===== config.mk =====
export PLATFORM = sky130hd
export DESIGN_NAME = seg_scan_driver
export DESIGN_NICKNAME = d
export VERILOG_FILES = /design/src/rtl/seg_pkg.sv /design/src/rtl/tick_gen.sv /design/src/rtl/seg_scan_driver.sv
export SDC_FILE = /design/constraint.sdc
export NUM_CORES = 1
export LEC_CHECK = 0
export CAP_MARGIN = 20
export CORE_ASPECT_RATIO = 2
export CORE_MARGIN = 2
export CORE_UTILIZATION = 54
export CTS_BUF_LIST = sky130_fd_sc_hd__clkbuf_16
export CTS_CLUSTER_SIZE = 20
export DETAILED_ROUTE_END_ITERATION = 16
export HOLD_SLACK_MARGIN = 0.08
export PLACE_DENSITY_LB_ADDON = 0.05
export SYNTH_ARGS = -nofsm -noshare
export SYNTH_HDL_FRONTEND = slang
export SYNTH_SLANG_ARGS = --single-unit

===== constraint.sdc =====
create_clock -name clk -period 2.9 [get_ports clk]
set_input_delay 0.435 -clock clk [delete_from_list [all_inputs] [get_ports clk]]
set_output_delay 0.435 -clock clk [all_outputs]
set_load 0.05 [all_outputs]

===== src/rtl/seg_pkg.sv =====
// Shared seven-segment definitions: cathode bit order and the active-low glyph table.
package seg_pkg;

    // Cathode vector order as driven on seg_n: {g,f,e,d,c,b,a}, a in bit 0.
    typedef struct packed {
        logic g;
        logic f;
        logic e;
        logic d;
        logic c;
        logic b;
        logic a;
    } seg_t;

    localparam logic [6:0] SEG_DARK = 7'h7F;

    // Active-low glyphs for 0-9 and A,b,C,d,E,F; entry 0 is in the low bits.
    localparam logic [15:0][6:0] GLYPH_TABLE = {
        7'h0E, 7'h06, 7'h21, 7'h46, 7'h03, 7'h08, 7'h10, 7'h00,
        7'h78, 7'h02, 7'h12, 7'h19, 7'h30, 7'h24, 7'h79, 7'h40
    };

    function automatic seg_t glyph(input logic [3:0] value);
        return seg_t'(GLYPH_TABLE[value]);
    endfunction

endpackage


===== src/rtl/tick_gen.sv =====
// Free-running prescaler: tick is high during the last count of each DIV-cycle period.
module tick_gen #(
    parameter int DIV = 100000
) (
    input  logic clk,
    input  logic rst,
    output logic tick
);

    localparam int CW = (DIV > 1) ? $clog2(DIV) : 1;

    logic [CW-1:0] count;

    assign tick = (count == CW'(DIV - 1));

    always_ff @(posedge clk) begin
        if (rst) begin
            count <= '0;
        end else if (tick) begin
            count <= '0;
        end else begin
            count <= count + 1'b1;
        end
    end

endmodule


===== src/rtl/seg_scan_driver.sv =====
// Multiplexed seven-segment scanner: snapshots the inputs once per frame and drives
// one digit per prescaler slot with registered active-low anodes and cathodes.
module seg_scan_driver
    import seg_pkg::*;
#(
    parameter int NUM_DIGITS     = 4,
    parameter int NUMBER_OF_BITS = 4,
    parameter int REFRESH_DIV    = 100000
) (
    input  logic                               clk,
    input  logic                               rst,
    input  logic [NUM_DIGITS*NUMBER_OF_BITS-1:0] digits_in,
    input  logic [NUM_DIGITS-1:0]              dp_in,
    input  logic                               lz_en,
    input  logic                               blank,
    output logic [NUM_DIGITS-1:0]              an_n,
    output logic [6:0]                         seg_n,
    output logic                               dp_n,
    output logic                               frame_start
);

    localparam int NB    = NUMBER_OF_BITS;
    localparam int DW    = NUM_DIGITS * NB;
    localparam int IDX_W = (NUM_DIGITS > 1) ? $clog2(NUM_DIGITS) : 1;
    localparam logic [IDX_W-1:0] LAST_IDX = IDX_W'(NUM_DIGITS - 1);

    logic                  tick;
    logic [IDX_W-1:0]      idx;
    logic                  rst_prev;
    logic                  load;
    logic [DW-1:0]         snap_digits;
    logic [NUM_DIGITS-1:0] snap_dp;
    logic                  snap_lz;

    tick_gen #(
        .DIV (REFRESH_DIV)
    ) u_tick_gen (
        .clk  (clk),
        .rst  (rst),
        .tick (tick)
    );

    assign load        = !rst && (rst_prev || (tick && idx == LAST_IDX));
    assign frame_start = load;

    always_ff @(posedge clk) begin
        rst_prev <= rst;
    end

    always_ff @(posedge clk) begin
        if (rst) begin
            idx <= '0;
        end else if (tick) begin
            idx <= (idx == LAST_IDX) ? '0 : idx + 1'b1;
        end
    end

    always_ff @(posedge clk) begin
        if (rst) begin
            snap_digits <= '0;
            snap_dp     <= '0;
            snap_lz     <= 1'b0;
        end else if (load) begin
            snap_digits <= digits_in;
            snap_dp     <= dp_in;
            snap_lz     <= lz_en;
        end
    end

    // On the load cycle right after reset the snapshot register still holds zeros,
    // so digit 0 is decoded straight from the inputs being captured.
    logic [DW-1:0]         src_digits;
    logic [NUM_DIGITS-1:0] src_dp;
    logic                  src_lz;

    assign src_digits = rst_prev ? digits_in : snap_digits;
    assign src_dp     = rst_prev ? dp_in     : snap_dp;
    assign src_lz     = rst_prev ? lz_en     : snap_lz;

    logic [NUM_DIGITS-1:0] zero_from;
    logic [NB-1:0]         cur_digit;
    logic                  over_range;
    logic                  lz_blank;
    logic [NUM_DIGITS-1:0] an_next;
    logic [6:0]            seg_next;
    logic                  dp_next;

    always_comb begin
        // zero_from[i] is set when digits i..NUM_DIGITS-1 are all zero.
        zero_from = '0;
        zero_from[NUM_DIGITS-1] = (src_digits[(NUM_DIGITS-1)*NB +: NB] == '0);
        for (int i = NUM_DIGITS - 2; i >= 0; i--) begin
            zero_from[i] = zero_from[i+1] && (src_digits[i*NB +: NB] == '0);
        end

        cur_digit  = src_digits[idx*NB +: NB];
        over_range = (NB > 4) && ((cur_digit >> 4) != '0);
        lz_blank   = src_lz && (idx != '0) && zero_from[idx];

        seg_next = (over_range || lz_blank) ? SEG_DARK : glyph(4'(cur_digit));
        an_next  = ~(NUM_DIGITS'(1) << idx);
        dp_next  = ~src_dp[idx];
    end

    always_ff @(posedge clk) begin
        if (rst || blank) begin
            an_n  <= '1;
            seg_n <= SEG_DARK;
            dp_n  <= 1'b1;
        end else begin
            an_n  <= an_next;
            seg_n <= seg_next;
            dp_n  <= dp_next;
        end
    end

endmodule


== Yosys cells after proc, flatten, opt, wreduce, memory -nomap -nowiden ==
Memories as Yosys holds them, arrays and structs flattened. A register that Yosys moved wholly into a read port is not among the register bits.
Cells that the tools add are included.

* Input port bits: 24
* Logic and storage cells: 43
* Output and inout bits: 13
* Memories: 1
* Bits in registers: 46
* Bits in read-only memories: 112

* Muxes and demuxes: 8
* Reduce and logical (&&, ||, !) cells: 17
* $add $sub $neg: 2
* Shifts and indexed selects: 2
* Order comparisons: 1
* Bitwise logic cells: 2
* Eq/ne operators: 2

{| class="wikitable"
|+ Memory list
! name !! depth !! width !! rd ports !! clocked after memory_dff !! wr ports !! line !! text
|-
| (no name shown) || 16 || 7 || 1 || 1 || 0 || seg_pkg.sv:24 || <nowiki>return seg_t'(GLYPH_TABLE[value]);</nowiki>
|}

{| class="wikitable"
|+ Operators with widths
! operator !! number
|-
| $add 17x1->17 const B || 1
|-
| $eq 17x17->1 const B || 1
|-
| $logic_not 4->1 || 4
|-
| $mux 16 || 1
|-
| $shiftx 16x5->4 || 1
|-
| $logic_and 1x1->1 || 7
|-
| $bmux 1 s2 || 2
|-
| $mux 4 || 1
|-
| $not 4->4 || 1
|-
| $reduce_or 2->1 || 2
|-
| $shl 1x2->4 const A || 1
|-
| $lt 2x3->1 const B || 1
|-
| $mux 1 || 3
|-
| $add 2x1->2 const B || 1
|-
| $eq 2x2->1 const B || 1
|-
| $logic_or 1x1->1 || 2
|-
| $mux 2 || 1
|-
| $reduce_bool 2->1 || 1
|-
| $logic_not 1->1 || 1
|-
| $not 1->1 || 1
|}

== Depth between registers and ports, before layout ==
* Depth after elaboration: 9
* Gate-level depth with buffers: 11
* Depth with buffers taken out: 9

== Hierarchy ==
Synthesis repeated with hierarchy kept, for this count alone.

* Cell total of the unflattened synthesis: 288
* Area, all modules: 2652.5 um^2

{| class="wikitable"
|+ By module, submodules not included
! module !! instances !! cells an instance !! sequential area each (um^2) !! area an instance (um^2)
|-
| seg_scan_driver || 1 || 200 || 720.7 || 1855.5
|-
| tick_gen || 1 || 88 || 340.3 || 797.0
|}

== Worst setup path after synthesis ==
Ideal clock, no wire load.

* Path kind: reg2out
* Start: register u_tick_gen.count[0]
* End: output port frame_start
* Slack: 0.344 ns
* Stages on the path, launching flop included: 8
* Data required time: 2.465 ns
* Path buffers: 2
* Data arrival time: 2.121 ns
* Cell sequence: dfxtp_1 -> ha_1 -> and4_1 -> nand2_1 -> o31a_1 -> clkbuf_1 -> buf_2 -> nor2_1

* Word-level cells in the longest chain between the ends: 4

{| class="wikitable"
|+ RTL lines
! what !! line !! text
|-
| start, declared || tick_gen.sv:12 || <nowiki>logic [CW-1:0] count;</nowiki>
|-
| start signal, assigned || tick_gen.sv:22 || <nowiki>count <= count + 1'b1;</nowiki>
|-
| $eq 17x17->1 || tick_gen.sv:14 || <nowiki>assign tick = (count == CW'(DIV - 1));</nowiki>
|-
| $logic_and 1x1->1 || seg_scan_driver.sv:43 || <nowiki>assign load = !rst && (rst_prev || (tick && idx == LAST_IDX));</nowiki>
|-
| $logic_or 1x1->1 || seg_scan_driver.sv:43 ||
|-
| $logic_and 1x1->1 || seg_scan_driver.sv:43 ||
|-
| end, declared || seg_scan_driver.sv:19 || <nowiki>output logic frame_start</nowiki>
|}

Every way passes these cells.

== Final worst setup path ==
* Start: register rst_prev
* End: register seg_n[3]

* Word-level cells in the longest chain between the ends: 9

{| class="wikitable"
|+ RTL lines
! what !! line !! text
|-
| start, declared || seg_scan_driver.sv:29 || <nowiki>logic rst_prev;</nowiki>
|-
| start signal, assigned || seg_scan_driver.sv:47 || <nowiki>rst_prev <= rst;</nowiki>
|-
| $mux 16 || seg_scan_driver.sv:76 || <nowiki>assign src_digits = rst_prev ? digits_in : snap_digits;</nowiki>
|-
| $logic_not 4->1 (on tied branches) || seg_scan_driver.sv:91, seg_scan_driver.sv:93 ||
|-
| $logic_and 1x1->1 (3 in a row) || seg_scan_driver.sv:93 || <nowiki>zero_from[i] = zero_from[i+1] && (src_digits[i*NB +: NB] == '0);</nowiki>
|-
| $bmux 1 s2 || seg_scan_driver.sv:98 || <nowiki>lz_blank = src_lz && (idx != '0) && zero_from[idx];</nowiki>
|-
| $mux 1 (not written as such) || seg_scan_driver.sv:98 ||
|-
| $logic_and 1x1->1 || seg_scan_driver.sv:98 ||
|-
| $reduce_or 2->1 (no source line) || - ||
|-
| end, declared || seg_scan_driver.sv:17 || <nowiki>output logic [6:0] seg_n,</nowiki>
|}

Several ways; a longest one is shown, not always the timed one. The select of a mux whose other input is x is not followed.
A chain may end at the register's enable or synchronous reset.

==> results list <==
- The run finished with clean final reports.
* Final cell count without fillers: 352
- Dividing the final minimum period by the clock period gives 0.882.
- Detailed routing placed a total of 3.35 mm of wire on met2.
- For this run, the top clock speed supported by timing is 391 MHz.
- Synthesized instance count: 260
- Die Outline Area: 5380 um^2
- Die Wd: 52.9 um
- Total grt overflow: 0
- Counting distinct cell types in the post-synthesis netlist gives 39.
- Critical path data required time: 3.13 ns
- Peak fanout along the critical path: 14
- Post-Syn Area: 2580 um^2
- Met3 wirelength from detailed routing: 91 um
* Root Driver: clkbuf_16
- GRT Resource Usage Total: 0.229
* Power after layout: 0.00164 W
- After layout, the minimum clock period comes to 2.56 ns.
- For this design the top-level I/O count stands at 37.
- After clock tree synthesis, the clock-pin slew on the worst setup and hold paths is 0.06 ns.
* Peak ir drop on the vdd network: 0.000540 V
- Buffers on Ports: 36
- Leak: 1.24 nW
* Number of buffers between clock root and the deepest sink: 2
* Post-route setup TNS: 0 ns
- The count of final max-slew check failures was 0.
- The share of the Yosys chip area taken by registers is 0.411.
- Number of H-tree levels: 2
* Maximum number of pins on one net before global-route repair: 22
* Setup repair after global routing missed its margin: false
- In the final layout, the share of cells above drive strength 1 is 0.0909.
- For this design, the CTS-stage hold fixing added 0 buffers.
- Count of synthesis-stage warnings from yosys: 0
- Hold violation count in the final report: 0
* Wirelength per Cell: 15.9 um
- In the routed design, unresolved DRC markers number 0.
- In the routed layout, each cell is associated on average with a via count of 5.66.
- Average footprint of a synthesized cell: 9.92 um^2
- The area growth from synthesis to layout is 21.5%.
* Multi-input gate area: 1420 um^2
* Routability cong.: 0.784
- Cell Rows: 35
* CTS tree: done
- Clock tree skew after final layout: 0.00920 ns
* Headroom to the max-slew limit: 0.431
- The worst setup path is of the reg -> reg kind.
- In this run the post-CTS setup repair buffer count came out at 0.
* Instance area at placement: 2990 um^2
* Detailed-routing iteration count for the pre-antenna-repair pass: 4
* Filler cell count in the final layout: 387
* Pwr per Cell Area: 523 nW/um^2
* Final Cell Area: 3130 um^2
- Routed signal wires occupy layers up through met4.
- For this block, the initial DRC count from the detailed router was 42.
- For this design, the sink count on the clock tree is 53.
- The repair_antennas step left the layout with diodes totalling 0.
- The share of synthesized area in the top cell type comes to 0.411.
* Sequential standard cell area: 1060 um^2
* Wire length of the first global-routing pass: 9.00 mm
- Gates resized during post-CTS repair numbered 0.
- Initial core utilization: 0.561
- After detailed routing, the wire length on met1 is 2.02 mm.
* Post-detailed-routing wire length: 5.58 mm
- The initial antenna violation count is 0.
* Max Cap Viol: 0
- The via count of the first global-routing pass came to 1982.
- Sorting the synthesized cells by area gives the leading types as dfxtp_1, mux2i_1, mux4_2.
* Detail Route Antenna Nets: 0
* Register-to-Register Setup Slack: 0.34 ns
- Arrival @ worst endpoint: 2.78 ns
* Worst-Skew Late Latency: 0.29 ns
- Worst-margin pin slew: 0.851 ns
- The worst setup path is captured at a register.
- Cell accounting for the most synthesized area: dfxtp_1
- Worst Hold Class: reg -> reg
* Number of storage elements in the synthesis netlist: 53
- Net total in the final layout: 331
- The routed layout has 1994 vias.
- STA classifies the critical path startpoint as a register.
- Final count of negative-setup-slack endpoints: 0
* CTS buffer count: 5
* Floorplan die height: 102 um
- Net Count, Synth: 295
* Post-detailed-placement half-perimeter wirelength: 4.31 mm
- The core region is 4600 um^2.
- Instance count after placement with tap cells included: 344
==> kinds of logic (layout without fill, tap and decap cells) <==
| family | Yosys count | count (layout) | share of synthesized area |
|---|---|---|---|
| buf+inv | 21 | 58 | 0.0369 |
| flops | 53 | 53 | 0.411 |
| fa+ha+maj | 11 | 11 | 0.0534 |
| compound gates | 20 | 20 | 0.0529 |
| simple gates | 99 | 99 | 0.176 |
| xor+xnor | 15 | 15 | 0.0509 |
| mux | 41 | 41 | 0.218 |
==> layout by cell type, fill, tap and decap left out, types with 2 or more instances in the layout <==
cell type / Yosys / layout
dfxtp_1: 53 / 53
nor2_1: 43 / 43
clkdlybuf4s50_1: 0 / 35
mux2i_1: 27 / 27
nand2_1: 21 / 21
ha_1: 11 / 11
mux4_2: 10 / 10
inv_1: 8 / 9
nand3_1: 9 / 9
xor2_1: 9 / 9
nor4_1: 7 / 7
xnor2_1: 6 / 6
a21oi_1: 5 / 5
clkbuf_16: 0 / 5
nand4_1: 4 / 4
nor3_1: 4 / 4
o221ai_1: 4 / 4
buf_4: 1 / 4
and4_1: 3 / 3
o21ai_0: 3 / 3
clkinv_1: 2 / 2
mux2_2: 2 / 2
mux2i_4: 2 / 2
nand2b_1: 2 / 2
clkinvlp_4: 0 / 2
==> cells in the mapped netlist, drive strengths merged <==
master and count:
xnor2 6, o32ai 1, or2 2, ha 11, nor3 4, o21ai 4
dfxtp 53, clkinv 2, nor4b 1, clkbuf 5, nor4 7, nand2 21
and2 1, nand4 4, inv 8, a221oi 1, o31ai 1, o221ai 4
and3 1, nor3b 1, nor2 43, mux2i 29, nand2b 2, nand3 9
and4 3, mux2 2, o211ai 1, o22ai 1, mux4 10, xor2 9
buf 6, o41ai 1, a21oi 5, o31a 1
==> stage by stage <==
stage	util	setup WS (ns)	hold WS, ns
after global routing	0.682	0.163	0.514
final	0.682	0.342	0.467
after global placement	0.650	0.345	0.445
after CTS	0.682	0.325	0.477
after floorplan	-	0.344	0.430
after detailed placement	0.650	0.321	0.461
==> area by class of cell <==
cell class,count,area share
clock buffers,5,0.0399
clock inverters,3,0.00599
inverters,10,0.0120
multi-input cells,186,0.454
repair buffers,40,0.128
well taps,55,0.0220
flip-flops and latches,53,0.339
==> layer usage <==
layer	vias up	track usage
met3	8	0.0310
met2	26	0.447
met4	0	0.103
met5	-	0
li1	987	-
met1	973	0.222
==> state kept, by name (all words and copies together), names as in the netlist <==
register          flops
u_tick_gen.count     17
snap_digits          16
seg_n                 7
an_n                  4
snap_dp               4
idx                   2
dp_n                  1
rst_prev              1
snap_lz               1
==> worst max-delay path, cell delays in order, from the launching register on <==
cell and delay [ns]:
dfxtp_1 0.75, mux4_2 0.60, mux2_2 0.32, clkinv_1 0.12
ha_1 0.24, inv_1 0.07, mux2i_1 0.06, mux2_2 0.27
nand2_1 0.06
==> power breakdown <==
group,internal (W),total (W),switching [W]
registers,0.000763,0.000785,0.0000221
clock network,0.000317,0.000578,0.000262
logic,0.000128,0.000276,0.000148
total,0.00121,0.00164,0.000432
==> worst paths after layout <==
kind | from | cells after the start | to
min reg2reg | u_tick_gen.count[0]$_SDFF_PP0_ | 1 | u_tick_gen.count[0]$_SDFF_PP0_
max reg2reg | rst_prev$_DFF_P_ | 8 | seg_n[3]$_SDFF_PP1_
min | u_tick_gen.count[0]$_SDFF_PP0_ | 1 | u_tick_gen.count[0]$_SDFF_PP0_
max | rst_prev$_DFF_P_ | 8 | seg_n[3]$_SDFF_PP1_
(Power assumes the default switching activity.)
